`src/rtl/rr_onehot_mux_reg_pkg.sv`:
```
// Shared helpers for the registered round-robin one-hot output mux.
// Arbiter lock state, one-hot AND-OR reduce and pointer wrap.
package noc_mux_pkg;

    localparam int NUM_CH_DFLT = 5;
    localparam int DATA_W_DFLT = 32;
    localparam int PTR_W       = $clog2(NUM_CH_DFLT);

    // Widest channel count the helper functions accept; callers zero-extend.
    localparam int MAX_CH = 32;

    typedef enum logic {
        ARB_OPEN   = 1'b0,
        ARB_LOCKED = 1'b1
    } arb_state_e;

    function automatic logic onehot_mux_f(
        input logic [MAX_CH-1:0] bits,
        input logic [MAX_CH-1:0] sel
    );
        return |(bits & sel);
    endfunction

    function automatic int rr_next_f(input int idx, input int num_ch);
        return (idx + 1 >= num_ch) ? 0 : idx + 1;
    endfunction

endpackage

```
`src/rtl/rr_onehot_mux_reg_arbiter.sv`:
```
// Round-robin one-hot arbiter with optional packet lock.
// Owns the priority pointer, the lock state and the locked channel.
module rr_arbiter_onehot
    import noc_mux_pkg::*;
#(
    parameter int NUM_CH  = 5,
    parameter int LOCK_EN = 1,
    parameter int PTR_W   = $clog2(NUM_CH)
) (
    input  logic              i_clk,
    input  logic              i_reset,
    input  logic [NUM_CH-1:0] i_req,
    input  logic              i_xfer,
    input  logic              i_tail,
    output logic [NUM_CH-1:0] o_grant,
    output logic [PTR_W-1:0]  o_ptr,
    output logic              o_lock
);

    arb_state_e        r_state;
    arb_state_e        w_state_nxt;
    logic [PTR_W-1:0]  r_ptr;
    logic [PTR_W-1:0]  w_ptr_nxt;
    logic [NUM_CH-1:0] r_lock_oh;
    logic [NUM_CH-1:0] w_lock_oh_nxt;
    logic [NUM_CH-1:0] w_rr_grant;
    logic [NUM_CH-1:0] w_grant;
    logic [PTR_W:0]    w_scan;
    logic              w_found;
    logic [PTR_W-1:0]  w_gidx;

    // Scan ptr, ptr+1, ... wrapping; the first requester wins.
    always_comb begin
        w_rr_grant = '0;
        w_found    = 1'b0;
        w_scan     = '0;
        for (int k = 0; k < NUM_CH; k++) begin
            w_scan = {1'b0, r_ptr} + (PTR_W+1)'(k);
            if (w_scan >= (PTR_W+1)'(NUM_CH)) begin
                w_scan = w_scan - (PTR_W+1)'(NUM_CH);
            end
            if (!w_found && i_req[w_scan[PTR_W-1:0]]) begin
                w_rr_grant[w_scan[PTR_W-1:0]] = 1'b1;
                w_found                        = 1'b1;
            end
        end
    end

    assign w_grant = (r_state == ARB_LOCKED) ? r_lock_oh : w_rr_grant;

    // Index encoder is control-only; the data path never sees it.
    always_comb begin
        w_gidx = '0;
        for (int i = 0; i < NUM_CH; i++) begin
            if (w_grant[i]) begin
                w_gidx = w_gidx | PTR_W'(i);
            end
        end
    end

    always_comb begin
        w_state_nxt   = r_state;
        w_ptr_nxt     = r_ptr;
        w_lock_oh_nxt = r_lock_oh;
        if (i_xfer) begin
            w_ptr_nxt = PTR_W'(rr_next_f(int'(w_gidx), NUM_CH));
            if (LOCK_EN != 0) begin
                w_state_nxt   = i_tail ? ARB_OPEN : ARB_LOCKED;
                w_lock_oh_nxt = w_grant;
            end
        end
    end

    always_ff @(posedge i_clk) begin
        if (!i_reset) begin
            r_state   <= ARB_OPEN;
            r_ptr     <= '0;
            r_lock_oh <= '0;
        end else begin
            r_state   <= w_state_nxt;
            r_ptr     <= w_ptr_nxt;
            r_lock_oh <= w_lock_oh_nxt;
        end
    end

    assign o_grant = w_grant;
    assign o_ptr   = r_ptr;
    assign o_lock  = (r_state == ARB_LOCKED);

endmodule

```
`src/rtl/rr_onehot_mux_reg.sv`:
```
// Registered round-robin output mux: one-hot grant, AND-OR data mux,
// single output register with valid/ready and optional packet lock.
module rr_onehot_mux_reg
    import noc_mux_pkg::*;
#(
    parameter int NUM_CH  = 5,
    parameter int DATA_W  = 32,
    parameter int LOCK_EN = 1
) (
    input  logic                     clk,
    input  logic                     reset,
    input  logic [NUM_CH*DATA_W-1:0] in_data,
    input  logic [NUM_CH-1:0]        in_valid,
    input  logic [NUM_CH-1:0]        in_tail,
    output logic [NUM_CH-1:0]        in_ready,
    output logic [DATA_W-1:0]        out_data,
    output logic                     out_tail,
    output logic                     out_valid,
    input  logic                     out_ready,
    output logic [NUM_CH-1:0]        grant,
    output logic                     sel_err
);

    localparam int CH_PTR_W = $clog2(NUM_CH);

    logic [NUM_CH-1:0]   w_grant;
    logic [CH_PTR_W-1:0] w_ptr;
    logic                w_lock;
    logic                w_slot_free;
    logic                w_in_xfer;
    logic                w_out_xfer;
    logic                w_tail_sel;
    logic                w_multi;
    logic [DATA_W-1:0]   w_mux_data;

    logic                r_out_valid;
    logic                r_out_tail;
    logic [DATA_W-1:0]   r_out_data;
    logic                r_sel_err;

    rr_arbiter_onehot #(
        .NUM_CH  (NUM_CH),
        .LOCK_EN (LOCK_EN),
        .PTR_W   (CH_PTR_W)
    ) u_arb (
        .i_clk   (clk),
        .i_reset (reset),
        .i_req   (in_valid),
        .i_xfer  (w_in_xfer),
        .i_tail  (w_tail_sel),
        .o_grant (w_grant),
        .o_ptr   (w_ptr),
        .o_lock  (w_lock)
    );

    // A flit moves on a side when valid and ready are both high at a rising
    // edge; the output slot accepts a new flit when empty or being drained.
    assign w_slot_free = ~r_out_valid | out_ready;
    assign in_ready    = w_grant & {NUM_CH{w_slot_free & reset}};
    assign w_in_xfer   = |(in_valid & in_ready);
    assign w_out_xfer  = r_out_valid & out_ready;

    for (genvar b = 0; b < DATA_W; b++) begin : g_bit
        logic [NUM_CH-1:0] w_col;
        for (genvar c = 0; c < NUM_CH; c++) begin : g_col
            assign w_col[c] = in_data[c*DATA_W + b];
        end
        assign w_mux_data[b] = onehot_mux_f(MAX_CH'(w_col), MAX_CH'(w_grant));
    end

    assign w_tail_sel = onehot_mux_f(MAX_CH'(in_tail), MAX_CH'(w_grant));
    assign w_multi    = |(w_grant & (w_grant - NUM_CH'(1)));

    always_ff @(posedge clk) begin
        if (!reset) begin
            r_out_valid <= 1'b0;
            r_out_tail  <= 1'b0;
            r_out_data  <= '0;
            r_sel_err   <= 1'b0;
        end else begin
            if (w_in_xfer) begin
                r_out_data  <= w_mux_data;
                r_out_tail  <= w_tail_sel;
                r_out_valid <= 1'b1;
            end else if (w_out_xfer) begin
                r_out_valid <= 1'b0;
            end
            if (w_multi) begin
                r_sel_err <= 1'b1;
            end
        end
    end

    assign out_data  = r_out_data;
    assign out_tail  = r_out_tail;
    assign out_valid = r_out_valid;
    assign grant     = w_grant;
    assign sel_err   = r_sel_err;

`ifndef SYNTHESIS
    a_grant_onehot: assert property (@(posedge clk) disable iff (!reset)
        $onehot0(w_grant));
    a_load_data: assert property (@(posedge clk) disable iff (!reset)
        $rose(r_out_valid) |-> (r_out_data == $past(w_mux_data)));
    a_lock_stable: assert property (@(posedge clk) disable iff (!reset)
        (w_lock && $past(w_lock)) |-> $stable(w_grant));
    a_ptr_range: assert property (@(posedge clk) disable iff (!reset)
        (int'(w_ptr) < NUM_CH));
`endif

endmodule

```
`config.mk`:
```
export PLATFORM = sky130hd
export DESIGN_NAME = rr_onehot_mux_reg
export DESIGN_NICKNAME = d
export VERILOG_FILES = /design/src/rtl/rr_onehot_mux_reg_pkg.sv /design/src/rtl/rr_onehot_mux_reg_arbiter.sv /design/src/rtl/rr_onehot_mux_reg.sv
export SDC_FILE = /design/constraint.sdc
export NUM_CORES = 1
export LEC_CHECK = 0
export CAP_MARGIN = 20
export CORE_UTILIZATION = 40
export DETAILED_ROUTE_END_ITERATION = 7
export GPL_TIMING_DRIVEN = 1
export PLACE_DENSITY = 0.82
export REMOVE_ABC_BUFFERS = 1
export SLEW_MARGIN = 25
export SYNTH_ARGS = -nofsm -noshare
export SYNTH_HDL_FRONTEND = slang
export SYNTH_HIERARCHICAL = 1
export SYNTH_SLANG_ARGS = --single-unit
```
`constraint.sdc`:
```
create_clock -name clk -period 6.47 [get_ports clk]
set_input_delay 1.294 -clock clk [delete_from_list [all_inputs] [get_ports clk]]
set_output_delay 1.294 -clock clk [all_outputs]
set_load 0.01 [all_outputs]
```
==> metrics.yaml <==
dieWidth_microns: 102
final_cell_count_no_fill: 810
cp_data_required_time_ns: 5.18
cts_max_level: 2
tritoncts_clock_tree: "yes"
first_pass_iters: 8
layout.area.seq_sq_um: 881
cts_root_buffer: "sky130_fd_sc_hd__clkbuf_8"
syn-instance-count: 475
port_buffers: 217
place_inst: 803
cp_data_arrival_time_ns: 4.80
hold_path.class: "reg -> reg"
synth.yosys.warnings: 6
post_drt_wl_per_cell_microns: 21.0
async_reset_ff_frac: 0
worstHoldPathCells: 2
grt.overflow.total: 0
nNetsFinal: 861
design.core.area_sq_um: 9730
worst_slew_pin_slew_ns: 0.726
nFillCells: 836
outcome: "complete, no violations"
min_to: "out_data[21]"
design_area_sq_um: 6340
final-hold-violation-count: 0
hold_path_startpoint: "out_data[21]"
reg2reg_depth: 18
drt_iter0_markers: 428
synth-seq-cells: 44
timing.critical_path.from_type: "input port"
post_route_cells_drive_above_1_share: 0.0842
grt_setup_unrepaired: "false"
pwr-share-clk: 0.067
num_rows: 36
worst_skew_pair.late_latency_ns: 0.30
timing.slew.headroom: 0.515
yosysUniqueCellTypes: 74
die_height_microns: 102
min_period_over_period: 0.942
area_growth_syn_to_fin_pct: 58.6
multi_input_area_sq_um: 2800
grt_pass1_wl_microns: 25600
timing.final.setup_violations: 0
netlist.area_leader.share: 0.220
post_synth_main_area_contributors: "sky130_fd_sc_hd__dfxtp_1, sky130_fd_sc_hd__mux2i_1, sky130_fd_sc_hd__a222oi_1"
floorplan.die_area_sq_um: 10400
period_minus_slack_ns: 6.10
report.power.total_mw: 2.54
ys_seq_area_frac: 0.220
synth_common_cells: "sky130_fd_sc_hd__nand2_1, sky130_fd_sc_hd__dfxtp_1, sky130_fd_sc_hd__mux2i_1, sky130_fd_sc_hd__a21o_1, sky130_fd_sc_hd__a22oi_1"
top_level_ports: 218
avgViaCountPerCell: 5.96
cts_buffer_depth: 2
via_count_of_the_first_global_routing_pass: 4766
synthesis.area_per_instance_sq_um: 8.42
post_cts.resized_instances: 0
worst_clock_skew_ns: 0.0160
p_sw_mw: 1.16
most_instantiated_flip_flop_cell_in_the_synthesis_netlist: "sky130_fd_sc_hd__dfxtp_1"
vdd_ir_drop_max_mv: 0.236
route.detailed.drc: 0
final.setup.worst_slack_ns: 0.373
cellInternalPower_mw: 1.39
comb_power_share: 0.747
tritoncts_num_sinks: 44
power_density_nw_per_um2: 401
num_vias: 4826
p_leak_nw: 2.55
initial_core_utilization: 0.411
ff2ff_setup_slack_ns: 1.68
antenna_found_initial: 1
critical_path_start_end_classification: "in -> out"
post_place_setup_slack_ns: 0.444
regToRegStartpoint: "u_arb/o_ptr[0]"
startpoint: "in_valid[3]"
switching_part_of_the_total: 0.455
max-cap-violations: 0
postCtsSetupBuffers: 0
synth_area_sq_um: 4000
holdBufCountCts: 0
max_freq_ghz: 0.164
endpoint_kind: "output port"
timing.rr.end: "u_arb/r_lock_oh[2]"
hpwl_microns: 13400
wirelength_microns: 17000
globalRouteTotalUtil: 0.322
clkTransAtPathRegs_ns: 0.09
post-synth-top-count-cell: "sky130_fd_sc_hd__nand2_1"
placedInstanceArea_sq_um: 6260
antenna_violating_nets_post_route: 0
drv_slew: 0
worstPathMaxFanout: 6
numCtsBuffers: 5
grt_start_max_net_pins: 47
synth-edff-count: 0
synth_top_area_cell: "sky130_fd_sc_hd__dfxtp_1"
globalplace.congestion: 0.966
antenna-diode-count: 0
pwr-share-seq: 0.186
[routing by layer]
metal | up-vias | share of wire | global-route usage
li1 | 2239 | - | -
met1 | 2319 | 0.40 | 0.393
met2 | 235 | 0.50 | 0.554
met3 | 33 | 0.079 | 0.0876
met4 | 0 | 0.025 | 0.0945
met5 | - | 0 | 0
[worst max path at each step]
stage / depth (start not counted) / slack, ns / end
6_report: 11 / 0.37 / in_ready[2]
5_1_grt: 11 / 0.26 / in_ready[2]
4_1_cts: 11 / 0.41 / in_ready[2]
3_5_place_dp: 11 / 0.44 / in_ready[2]
3_3_place_gp: 11 / 0.50 / in_ready[2]
2_1_floorplan: 16 / -0.16 / u_arb/r_lock_oh[1]
[through the flow]
step / TNS, ns / utilization / hold WS [ns]
after floorplan: -0.591 / - / 0.446
after global placement: 0 / 0.644 / 0.438
after detailed placement: 0 / 0.644 / 0.446
after CTS: 0 / 0.652 / 0.462
after global routing: 0 / 0.652 / 0.482
final: 0 / 0.652 / 0.460
[cell families (layout without fill, tap and decap cells)]
family | count (synthesis) | count (layout) | synth area share
AOI/OAI and AO/OA | 185 | 185 | 0.371
DFF | 44 | 44 | 0.220
muxes | 50 | 50 | 0.137
and+or+nand+nor | 122 | 122 | 0.150
adders and majority gates | 12 | 12 | 0.0388
buffers and inverters | 62 | 264 | 0.0835
[final cells by class]
class                           instances  area share
Sequential cell                        44       0.139
Tap cell                              133      0.0262
Clock buffer                            5      0.0109
Inverter                               18      0.0107
Multi-Input combinational cell        369       0.442
Timing Repair Buffer                  239       0.370
Clock inverter                          2     0.00197
[power by group through the flow]
stage	registers [mW]	logic, mW	clock network [mW]
after floorplan	0.525	1.01	0
after global placement	0.472	1.85	0
after detailed placement	0.477	1.87	0
after CTS	0.472	1.88	0.174
after global routing	0.488	2.03	0.182
final	0.474	1.90	0.170
[registers in the layout, indices dropped and copies added (netlist names)]
name,count
u_arb/r_lock_oh,5
out_tail,1
sel_err,1
out_valid,1
u_arb/o_ptr,3
u_arb/o_lock,1
out_data,32
[layout by cell type, fill, tap and decap left out, types with 18 or more instances in the layout]
cell type,count
sky130_fd_sc_hd__clkdlybuf4s50_1,216
sky130_fd_sc_hd__buf_4,21
sky130_fd_sc_hd__nand2_1,51
sky130_fd_sc_hd__a222oi_1,34
sky130_fd_sc_hd__o21ai_0,18
sky130_fd_sc_hd__nor2_1,19
sky130_fd_sc_hd__a21o_1,35
sky130_fd_sc_hd__a22oi_1,35
sky130_fd_sc_hd__mux2i_1,42
sky130_fd_sc_hd__dfxtp_1,44
[worst max-delay path, stage by stage]
cell	delay (ns)
sky130_fd_sc_hd__clkdlybuf4s50_1	0.53
sky130_fd_sc_hd__mux4_2	0.50
sky130_fd_sc_hd__or3_1	0.36
sky130_fd_sc_hd__and4_4	0.21
sky130_fd_sc_hd__or2_4	0.27
sky130_fd_sc_hd__a211oi_4	0.31
sky130_fd_sc_hd__and3_1	0.21
sky130_fd_sc_hd__and4b_1	0.26
sky130_fd_sc_hd__nor2_4	0.18
sky130_fd_sc_hd__and2_1	0.15
sky130_fd_sc_hd__clkdlybuf4s50_1	0.54
(Power assumes the default switching activity.)
